### src/rtl/kb_pkg.sv
// Shared PS/2 scan-code constants, prefix FSM states and the 9-bit {shift, scancode} word.
// Also used by the downstream ASCII converter.
package kb_pkg;

    localparam logic [7:0] BRK      = 8'hF0;
    localparam logic [7:0] EXT      = 8'hE0;
    localparam logic [7:0] LSHIFT   = 8'h12;
    localparam logic [7:0] RSHIFT   = 8'h59;
    localparam logic [7:0] CAPS     = 8'h58;
    localparam logic [7:0] KP_ENTER = 8'h5A;
    localparam logic [7:0] KP_SLASH = 8'h4A;

    typedef enum logic [1:0] {
        ST_IDLE    = 2'd0,
        ST_BRK     = 2'd1,
        ST_EXT     = 2'd2,
        ST_EXT_BRK = 2'd3
    } kb_state_e;

    typedef logic [8:0] kb_word;

    function automatic logic is_letter(input logic [7:0] code);
        case (code)
            8'h1C, 8'h32, 8'h21, 8'h23, 8'h24, 8'h2B, 8'h34, 8'h33, 8'h43,
            8'h3B, 8'h42, 8'h4B, 8'h3A, 8'h31, 8'h44, 8'h4D, 8'h15, 8'h2D,
            8'h1B, 8'h2C, 8'h3C, 8'h2A, 8'h1D, 8'h22, 8'h35, 8'h1A: return 1'b1;
            default: return 1'b0;
        endcase
    endfunction

endpackage

### src/rtl/kb_fifo.sv
// Show-ahead FIFO of kb_word entries; the head is read combinationally.
// Pointers carry one extra MSB so full and empty are distinguishable after wrap.
module kb_fifo
    import kb_pkg::*;
#(
    parameter int ADDR_W = 4
) (
    input  logic   clk,
    input  logic   rst_n,
    input  logic   wr_i,
    input  kb_word wr_data_i,
    input  logic   rd_i,
    output kb_word rd_data_o,
    output logic   empty_o,
    output logic   full_o
);

    localparam int DEPTH = 1 << ADDR_W;

    kb_word          mem_q [DEPTH];
    logic [ADDR_W:0] wr_ptr_q, wr_ptr_d;
    logic [ADDR_W:0] rd_ptr_q, rd_ptr_d;
    logic            do_wr, do_rd;

    assign empty_o = (wr_ptr_q == rd_ptr_q);
    assign full_o  = (wr_ptr_q[ADDR_W] != rd_ptr_q[ADDR_W]) &&
                     (wr_ptr_q[ADDR_W-1:0] == rd_ptr_q[ADDR_W-1:0]);

    // A pop frees the slot the simultaneous push lands in, so a full FIFO still accepts it.
    assign do_rd = rd_i && !empty_o;
    assign do_wr = wr_i && (!full_o || do_rd);

    assign wr_ptr_d = wr_ptr_q + {{ADDR_W{1'b0}}, do_wr};
    assign rd_ptr_d = rd_ptr_q + {{ADDR_W{1'b0}}, do_rd};

    assign rd_data_o = empty_o ? '0 : mem_q[rd_ptr_q[ADDR_W-1:0]];

    always_ff @(posedge clk or negedge rst_n) begin
        if (!rst_n) begin
            wr_ptr_q <= '0;
            rd_ptr_q <= '0;
        end else begin
            wr_ptr_q <= wr_ptr_d;
            rd_ptr_q <= rd_ptr_d;
        end
    end

    always_ff @(posedge clk) begin
        if (do_wr) begin
            mem_q[wr_ptr_q[ADDR_W-1:0]] <= wr_data_i;
        end
    end

endmodule

### src/rtl/kb_scan_decoder.sv
// Strips F0/E0 prefixes from PS/2 bytes, tracks shift and queues make codes as {shift, scancode}.
// Define KB_CAPS_LOCK_EN to let scancode 58 toggle caps lock, which inverts bit 8 for letters.
module kb_scan_decoder
    import kb_pkg::*;
#(
    parameter int ADDR_W = 4
) (
    input  logic       clk,
    input  logic       rst_n,
    input  logic [7:0] rx_data,
    input  logic       rx_done_tick,
    input  logic       rd,
    output logic [8:0] rd_data,
    output logic       empty,
    output logic       full,
    output logic       overflow,
    output logic       shift_on
);

    kb_state_e state_q, state_d;
    logic      shift_l_q, shift_l_d;
    logic      shift_r_q, shift_r_d;
    logic      shift_on_q;
    logic      overflow_q;
    logic      push;
    logic      caps_hit;
    logic      caps_flip;
    kb_word    push_word;

`ifdef KB_CAPS_LOCK_EN
    logic caps_q;

    assign caps_hit  = rx_done_tick && (state_q == ST_IDLE) && (rx_data == CAPS);
    assign caps_flip = caps_q && is_letter(rx_data);

    always_ff @(posedge clk or negedge rst_n) begin
        if (!rst_n) begin
            caps_q <= 1'b0;
        end else if (caps_hit) begin
            caps_q <= ~caps_q;
        end
    end
`else
    assign caps_hit  = 1'b0;
    assign caps_flip = 1'b0;
`endif

    // Bit 8 is the shift state held before this byte arrived.
    assign push_word = {shift_on_q ^ caps_flip, rx_data};

    always_comb begin
        state_d   = state_q;
        shift_l_d = shift_l_q;
        shift_r_d = shift_r_q;
        push      = 1'b0;
        if (rx_done_tick) begin
            case (state_q)
                ST_IDLE: begin
                    if (rx_data == BRK)         state_d = ST_BRK;
                    else if (rx_data == EXT)    state_d = ST_EXT;
                    else if (rx_data == LSHIFT) shift_l_d = 1'b1;
                    else if (rx_data == RSHIFT) shift_r_d = 1'b1;
                    else if (!caps_hit)         push = 1'b1;
                end
                ST_BRK: begin
                    if (rx_data == LSHIFT) shift_l_d = 1'b0;
                    if (rx_data == RSHIFT) shift_r_d = 1'b0;
                    state_d = ST_IDLE;
                end
                ST_EXT: begin
                    if (rx_data == BRK) begin
                        state_d = ST_EXT_BRK;
                    end else begin
                        push    = (rx_data == KP_ENTER) || (rx_data == KP_SLASH);
                        state_d = ST_IDLE;
                    end
                end
                default: state_d = ST_IDLE;
            endcase
        end
    end

    always_ff @(posedge clk or negedge rst_n) begin
        if (!rst_n) begin
            state_q    <= ST_IDLE;
            shift_l_q  <= 1'b0;
            shift_r_q  <= 1'b0;
            shift_on_q <= 1'b0;
            overflow_q <= 1'b0;
        end else begin
            state_q    <= state_d;
            shift_l_q  <= shift_l_d;
            shift_r_q  <= shift_r_d;
            shift_on_q <= shift_l_d | shift_r_d;
            // A full FIFO is never empty, so a pending rd always makes room.
            if (push && full && !rd) begin
                overflow_q <= 1'b1;
            end
        end
    end

    kb_fifo #(.ADDR_W(ADDR_W)) u_fifo (
        .clk       (clk),
        .rst_n     (rst_n),
        .wr_i      (push),
        .wr_data_i (push_word),
        .rd_i      (rd),
        .rd_data_o (rd_data),
        .empty_o   (empty),
        .full_o    (full)
    );

    assign shift_on = shift_on_q;
    assign overflow = overflow_q;

endmodule

### config.mk
export PLATFORM = sky130hd
export DESIGN_NAME = kb_scan_decoder
export DESIGN_NICKNAME = d
export VERILOG_FILES = /design/src/rtl/kb_pkg.sv /design/src/rtl/kb_fifo.sv /design/src/rtl/kb_scan_decoder.sv
export SDC_FILE = /design/constraint.sdc
export NUM_CORES = 1
export LEC_CHECK = 0
export BUFFER_PORTS_ARGS = -buffer_cell sky130_fd_sc_hd__buf_2
export CELL_PAD_IN_SITES_DETAIL_PLACEMENT = 0
export CELL_PAD_IN_SITES_GLOBAL_PLACEMENT = 1
export CORE_ASPECT_RATIO = 1.2
export CORE_MARGIN = 10
export CORE_UTILIZATION = 33
export CTS_CLUSTER_SIZE = 16
export DETAILED_ROUTE_END_ITERATION = 10
export GPL_TIMING_DRIVEN = 1
export PLACE_DENSITY_LB_ADDON = 0.1
export RECOVER_POWER = 100
export SKIP_CTS_REPAIR_TIMING = 1
export SLEW_MARGIN = 20
export SYNTH_ARGS = -nofsm -noshare
export SYNTH_HDL_FRONTEND = slang
export SYNTH_SLANG_ARGS = --single-unit
### constraint.sdc
create_clock -name clk -period 3.3 [get_ports clk]
set_input_delay 0.33 -clock clk [delete_from_list [all_inputs] [get_ports clk]]
set_output_delay 0.33 -clock clk [all_outputs]
set_load 0.1 [all_outputs]
==> results of run 1 <==
## state kept, by name (all words and copies together) (netlist names)
signal           flops
overflow             1
shift_l_q            1
shift_on             1
shift_r_q            1
state_q              2
u_fifo.mem_q       144
u_fifo.rd_ptr_q      5
u_fifo.wr_ptr_q      5
## path summary, 6_finish.rpt
check	startpoint	endpoint	slack (ps)	cells past startpoint
setup / recovery	u_fifo.rd_ptr_q[1]	rd_data[4]	210	6
hold / removal	rx_done_tick	state_q[0]	200	2
setup reg to reg	u_fifo.rd_ptr_q[1]	u_fifo.mem_q[3][1]	370	7
hold reg to reg	u_fifo.wr_ptr_q[4]	u_fifo.wr_ptr_q[4]	490	1
max in group asynchronous	rst_n	u_fifo.rd_ptr_q[1]	2010	2
min in group asynchronous	rst_n	u_fifo.wr_ptr_q[4]	600	2
## layer usage
metal / wire length (um) / up-vias / GRT usage (%)
li1: - / 1598 / -
met1: 6830 / 1817 / 15.9
met2: 8430 / 72 / 21.5
met3: 672 / 11 / 3.11
met4: 143 / 0 / 4.22
met5: 0 / - / 0
## final cells by class
class / instances / area [um^2]
sequential: 160 / 4730
tap: 261 / 327
multi-input combinational: 186 / 1770
clock inverter: 14 / 179
inverter: 5 / 18.8
fill: 1812 / 11900
clock buffer: 18 / 429
timing repair buffer: 53 / 302
## layout by cell type, fill, tap and decap left out, types with 3 or more instances in the layout
cell type / synthesis / routed
edfxtp_1: 144 / 144
mux2i_1: 29 / 29
mux4_2: 27 / 27
clkbuf_2: 0 / 23
clkbuf_16: 0 / 17
nand3_1: 15 / 15
clkbuf_1: 5 / 14
dfrtp_1: 16 / 14
nand2_1: 12 / 12
nand2b_1: 10 / 10
a21oi_1: 9 / 9
xnor2_1: 8 / 8
nor4b_1: 7 / 8
nor4_1: 8 / 8
nor2_1: 6 / 7
buf_2: 5 / 7
buf_4: 2 / 7
nor2b_1: 5 / 5
o21ai_0: 4 / 5
a22oi_1: 5 / 5
or2_1: 6 / 5
inv_1: 5 / 5
or2_0: 3 / 4
o2111ai_1: 4 / 4
ha_1: 4 / 4
inv_6: 0 / 4
xor2_1: 3 / 3
nor3_1: 3 / 3
bufinv_16: 0 / 3
## critical path, cell delays in order, from the launching register on
cell     delay (ps)
dfrtp_2         770
buf_4           350
mux4_2          530
mux2i_1         140
or2_0           170
a21oi_1          80
buf_2           300
## report_power, final
part           internal [mW]  switching [mW]  total (mW)
clock network           1.21           0.830        2.03
logic                  0.876            1.94        2.82
registers               2.44           0.267        2.71
## kinds of logic after synthesis
kind of cell,share of synthesized area [%]
flip-flops,70.9
multiplexers,13.5
adder cells (fa/ha/maj),0.751
XOR/XNOR,1.45
AND/OR/NAND/NOR,8.06
buffers and inverters,2.24
AO/OA/AOI/OAI,3.08
## per-stage QoR
| step | power (mW) | hold slack (ps) | utilization, % | cell area, um^2 |
|---|---|---|---|---|
| floorplan | 4.90 | 34.4 | - | 6660 |
| global placement | 5.72 | 291 | 37.2 | 7320 |
| detailed placement | 5.73 | 310 | 37.2 | 7320 |
| CTS | 7.78 | -151 | 40.3 | 7930 |
| global route | 7.94 | 216 | 39.4 | 7750 |
| finish | 7.56 | 202 | 39.4 | 7750 |
==> metrics.yaml, run 1 <==
run_status:
  status: "finished clean"
sta:
  fmax_mhz: 323
  period_share_pct: 93.8
  setup_violations: 0
  rsz0062_at_grt: "false"
  worstMarginPinSlew_ps: 1170
  finalClockSkew_ps: 6.84
  min_period_ps: 3090
  setup_ws_ps: 205
  final_max_slew_viol_count: 0
  relSlewSlack_pct: 22.1
  finalSetupTns_ps: 0
  hold_viol_final: 0
drt:
  first_pass_iters: 4
  routed_wl_um: 16100
  ant_nets: 0
  viasPerCell: 5.02
  vias: 3498
  first_iter_violations: 204
  wl_per_cell_um: 23.1
  drc: 0
run:
  maxCapViolCount: 0
grt:
  grt_pass1_wl_um: 24600
  grt_usage_pct: 12.8
  antenna_found_initial: 0
  grt_pass1_vias: 3837
  grt_max_degree: 23
  grt_overflow: 0
yosys:
  synth_cell_type_count: 42
  ys_seq_elements: 160
  avgSynthCellArea_um2: 18.0
  seq_area_frac_synth_pct: 70.9
  synth_area_um2: 6660
  synth-edff-count: 144
  synth_area_leader_cell: "edfxtp_1"
  syn_inst: 369
  synth.area.top_cells: "edfxtp_1, mux4_2, dfrtp_1"
  synthArstFlopShare_pct: 10.0
  synthTopCellsByCount: "edfxtp_1, mux2i_1, mux4_2"
  synthFlopType: "edfxtp_1"
  synth.most_common_cell: "edfxtp_1"
  syn_nets: 385
  synth_warnings: 0
  netlist.area_leader.share_pct: 64.9
critical_path:
  endpoint_kind: "output port"
  cp_data_required_time_ps: 2970
  arrival_ps: 2760
  startpoint_type: "register"
  setup.worst_path.class: "register to output port"
  crit_fanout: 20
finish:
  layout-drive-gt1-share_pct: 23.6
  final_nets: 439
  antenna_cells: 0
  syn2layout_area_growth_pct: 16.4
  instances_no_fill: 697
die:
  die_x_um: 150
  start_util_pct: 33.8
  die_y_um: 176
  coreArea_um2: 19700
  die-area_um2: 26300
  num_io_pins: 25
  rows: 56
pwr:
  ir_drop_v: 0.00116
  powerDensity_nw_per_um2: 975
  leakagePower_nw: 2.57
place:
  place_hpwl_um: 10600
  dp_cells: 664
  gp_congestion: 0.740
  numPortBuffers: 24
  place_worst_setup_slack_ps: 597
clock_tree:
  cts_buffer_depth: 2
  cts-htree-levels: 4
  insertion_delay_ps: 420
  path_clk_slew_ps: 60
  cts-root-buf: "clkbuf_16"
  cts_tree: "yes"
  cts.sinks: 160
  cts_buffers: 17
worst_hold_path:
  hold_path.class: "input port to register"
Power figures use the tool's default switching activity.
==> run 2: changes to the inputs <==
--- a/config.mk
+++ b/config.mk
@@ -11,6 +11,7 @@
 export CORE_ASPECT_RATIO = 1.2
 export CORE_MARGIN = 10
 export CORE_UTILIZATION = 33
+export CTS_BUF_LIST = sky130_fd_sc_hd__clkbuf_2
 export CTS_CLUSTER_SIZE = 16
 export DETAILED_ROUTE_END_ITERATION = 10
 export GPL_TIMING_DRIVEN = 1
==> run 2 against run 1 <==
Net effect:
- final cell count grew 2.4%
- critical path depth stayed put
- non-clock buffer count is 16 higher
- utilization down 0.56 points
- cell area decreased by 1.4%
- sequential power down 3%
- clock power shrank 42%
- global-route usage shrank 0.098 points
- highest routed layer unchanged
==> metrics.yaml, run 2 (synthesis results as in run 1) <==
critical_path:
  critical_path.most_common_cell: "buf_4"
  crit_path_cell_trace: "buf_4 > mux4_2 > mux2i_1 > or2_1 > a21oi_1 > buf_4"  # was buf_4 > mux4_2 > mux2i_1 > or2_0 > a21oi_1 > buf_2
  worst-r2r-cell-count: 6  # was 7
  slowest_delay_ps: 610  # was 770 ps
  cp_data_required_time_ps: 2970  # about the same
  reg2reg_slack_ps: 750  # was 370 ps
  crit_fanout: 7  # was 20
  crit_path_top_delay_cell: "dfrtp_4"  # was dfrtp_2
  arrival_ps: 2780  # was 2760 ps
  endpoint_kind: "output port"  # unchanged
  setup.worst_path.class: "register to output port"  # unchanged
  startpoint_type: "register"  # unchanged
grt:
  grt_pass1_wl_um: 24500  # was 24600 um
  grt_pass1_vias: 3814  # was 3837
  antenna_found_initial: 1  # was 0
  grt_usage_pct: 12.7  # was 12.8%
  grt_max_degree: 23  # unchanged
  grt_overflow: 0  # unchanged
run_status:
  status: "finished clean"  # unchanged
place:
  gp_congestion: 0.740  # unchanged
  place_hpwl_um: 10600  # unchanged
  numPortBuffers: 24  # unchanged
  dp_cells: 664  # unchanged
finish:
  largest_register_ffs: 144  # unchanged
  layout-drive-gt1-share_pct: 25.0  # was 23.6%
  instances_no_fill: 714  # was 697
  final_cell_mix: "edfxtp_1, mux2i_1, mux4_2, clkbuf_2, buf_4"  # was edfxtp_1, mux2i_1, mux4_2, clkbuf_2, clkbuf_16
  final_nets: 455  # was 439
  syn2layout_area_growth_pct: 14.7  # was 16.4%
  fill_cells: 1846  # was 1812
  final_core_util_pct: 38.8  # was 39.4%
  layout_commonest_cell: "edfxtp_1"  # unchanged
sta:
  finalClockSkew_ps: 30.3  # was 6.84 ps
  hold_slack_ps: 419  # was 202 ps
  finalSetupTns_ps: 0  # unchanged
  hold_viol_final: 0  # unchanged
  worstMarginPinSlew_ps: 1170  # about the same
  period_share_pct: 94.4  # was 93.8%
  min_period_ps: 3110  # was 3090 ps
  rsz0062_at_grt: "false"  # unchanged
  relSlewSlack_pct: 22.1  # about the same
  fmax_mhz: 321  # was 323 MHz
  setup_violations: 0  # unchanged
  final_max_slew_viol_count: 0  # unchanged
clock_tree:
  path_clk_slew_ps: 230  # was 60 ps
  insertion_delay_ps: 690  # was 420 ps
  cts.sinks: 160  # unchanged
  cts-root-buf: "clkbuf_2"  # was clkbuf_16
  cts_buffer_depth: 2  # unchanged
  cts_tree: "yes"  # unchanged
  cts-htree-levels: 4  # unchanged
  cts_buffers: 17  # unchanged
worst_hold_path:
  min_path_cells: 3  # was 2
  hold_path.class: "input port to register"  # unchanged
drt:
  first_pass_iters: 4  # unchanged
  vias: 3529  # was 3498
  viasPerCell: 4.94  # was 5.02
  wl_per_cell_um: 22.9  # was 23.1 um
  first_iter_violations: 230  # was 204
  routed_wl_um: 16400  # was 16100 um
  ant_nets: 0  # unchanged
  drc: 0  # unchanged
pwr:
  powerDensity_nw_per_um2: 900  # was 975 nW/um^2
  leakagePower_nw: 2.52  # was 2.57 nW
  ir_drop_v: 0.00121  # was 0.00116 V
die:
  die_x_um: 150  # unchanged
  rows: 56  # unchanged
  die-area_um2: 26300  # unchanged
  coreArea_um2: 19700  # unchanged
  die_y_um: 176  # unchanged
  num_io_pins: 25  # unchanged
  start_util_pct: 33.8  # unchanged
run:
  maxCapViolCount: 0  # unchanged
-- run 2: cell types whose count changed in the layout (fill, tap and decap cells not counted), moves of 3 or more --
cell           before  now
buf_2               7   10
clkbuf_4            0    5
nor4_2              0    3
buf_4               7   17
dlygate4sd3_1       1   13
clkbuf_16          17    0
nor4_1              8    5
-- run 2: per-layer routing --
metal  share of wire (%)  vias to the layer above  routed length, um  global-route usage [%]
li1                    -                     1621                  -                       -
met1                  43                     1839               7020                    15.7
met2                  53                       64               8620                    21.4
met3                 3.9                        5                636                    3.19
met4                0.68                        0                112                    3.85
met5                   0                        -                  0                       0
-- run 2: worst paths after layout --
kind	startpoint	endpoint
setup / recovery	u_fifo.rd_ptr_q[1]	rd_data[7]
hold / removal	rx_done_tick	state_q[0]
setup reg to reg	u_fifo.rd_ptr_q[1]	u_fifo.mem_q[10][2]
hold reg to reg	u_fifo.wr_ptr_q[4]	u_fifo.wr_ptr_q[4]
max in group asynchronous	rst_n	overflow
min in group asynchronous	rst_n	u_fifo.rd_ptr_q[2]
-- run 2: layout make-up --
cell class / count / area (um^2) / share of cell area, %
diodes: 1 / 2.50 / 0.0328
clock buffers: 18 / 90.1 / 1.18
clock inverters: 14 / 179 / 2.34
inverters: 5 / 18.8 / 0.246
multi-input cells: 186 / 1790 / 23.4
flip-flops and latches: 160 / 4730 / 62.0
well taps: 261 / 327 / 4.27
repair buffers: 69 / 502 / 6.57
-- run 2: metrics by stage --
stage                     area [um^2]  setup slack (ps)  power [mW]
final                            7640               185        6.87
after global routing             7640              5.94        7.25
after CTS                        7590              -278        6.91
after detailed placement         7320               597        5.73
after global placement           7320               582        5.72
after floorplan                  6660              95.8        4.90
-- run 2: critical path, delay by kind of cell, from the launching register on --
kind / cells / cell delay (ps)
AND/OR/NAND/NOR: 1 / 240
AO/OA/AOI/OAI: 1 / 280
buffers and inverters: 2 / 560
flip-flops: 1 / 610
multiplexers: 2 / 400
-- run 2: power breakdown --
part | internal, mW | switching [mW]
Combinational | 0.993 | 2.07
Sequential | 2.45 | 0.195
Clock | 0.441 | 0.733
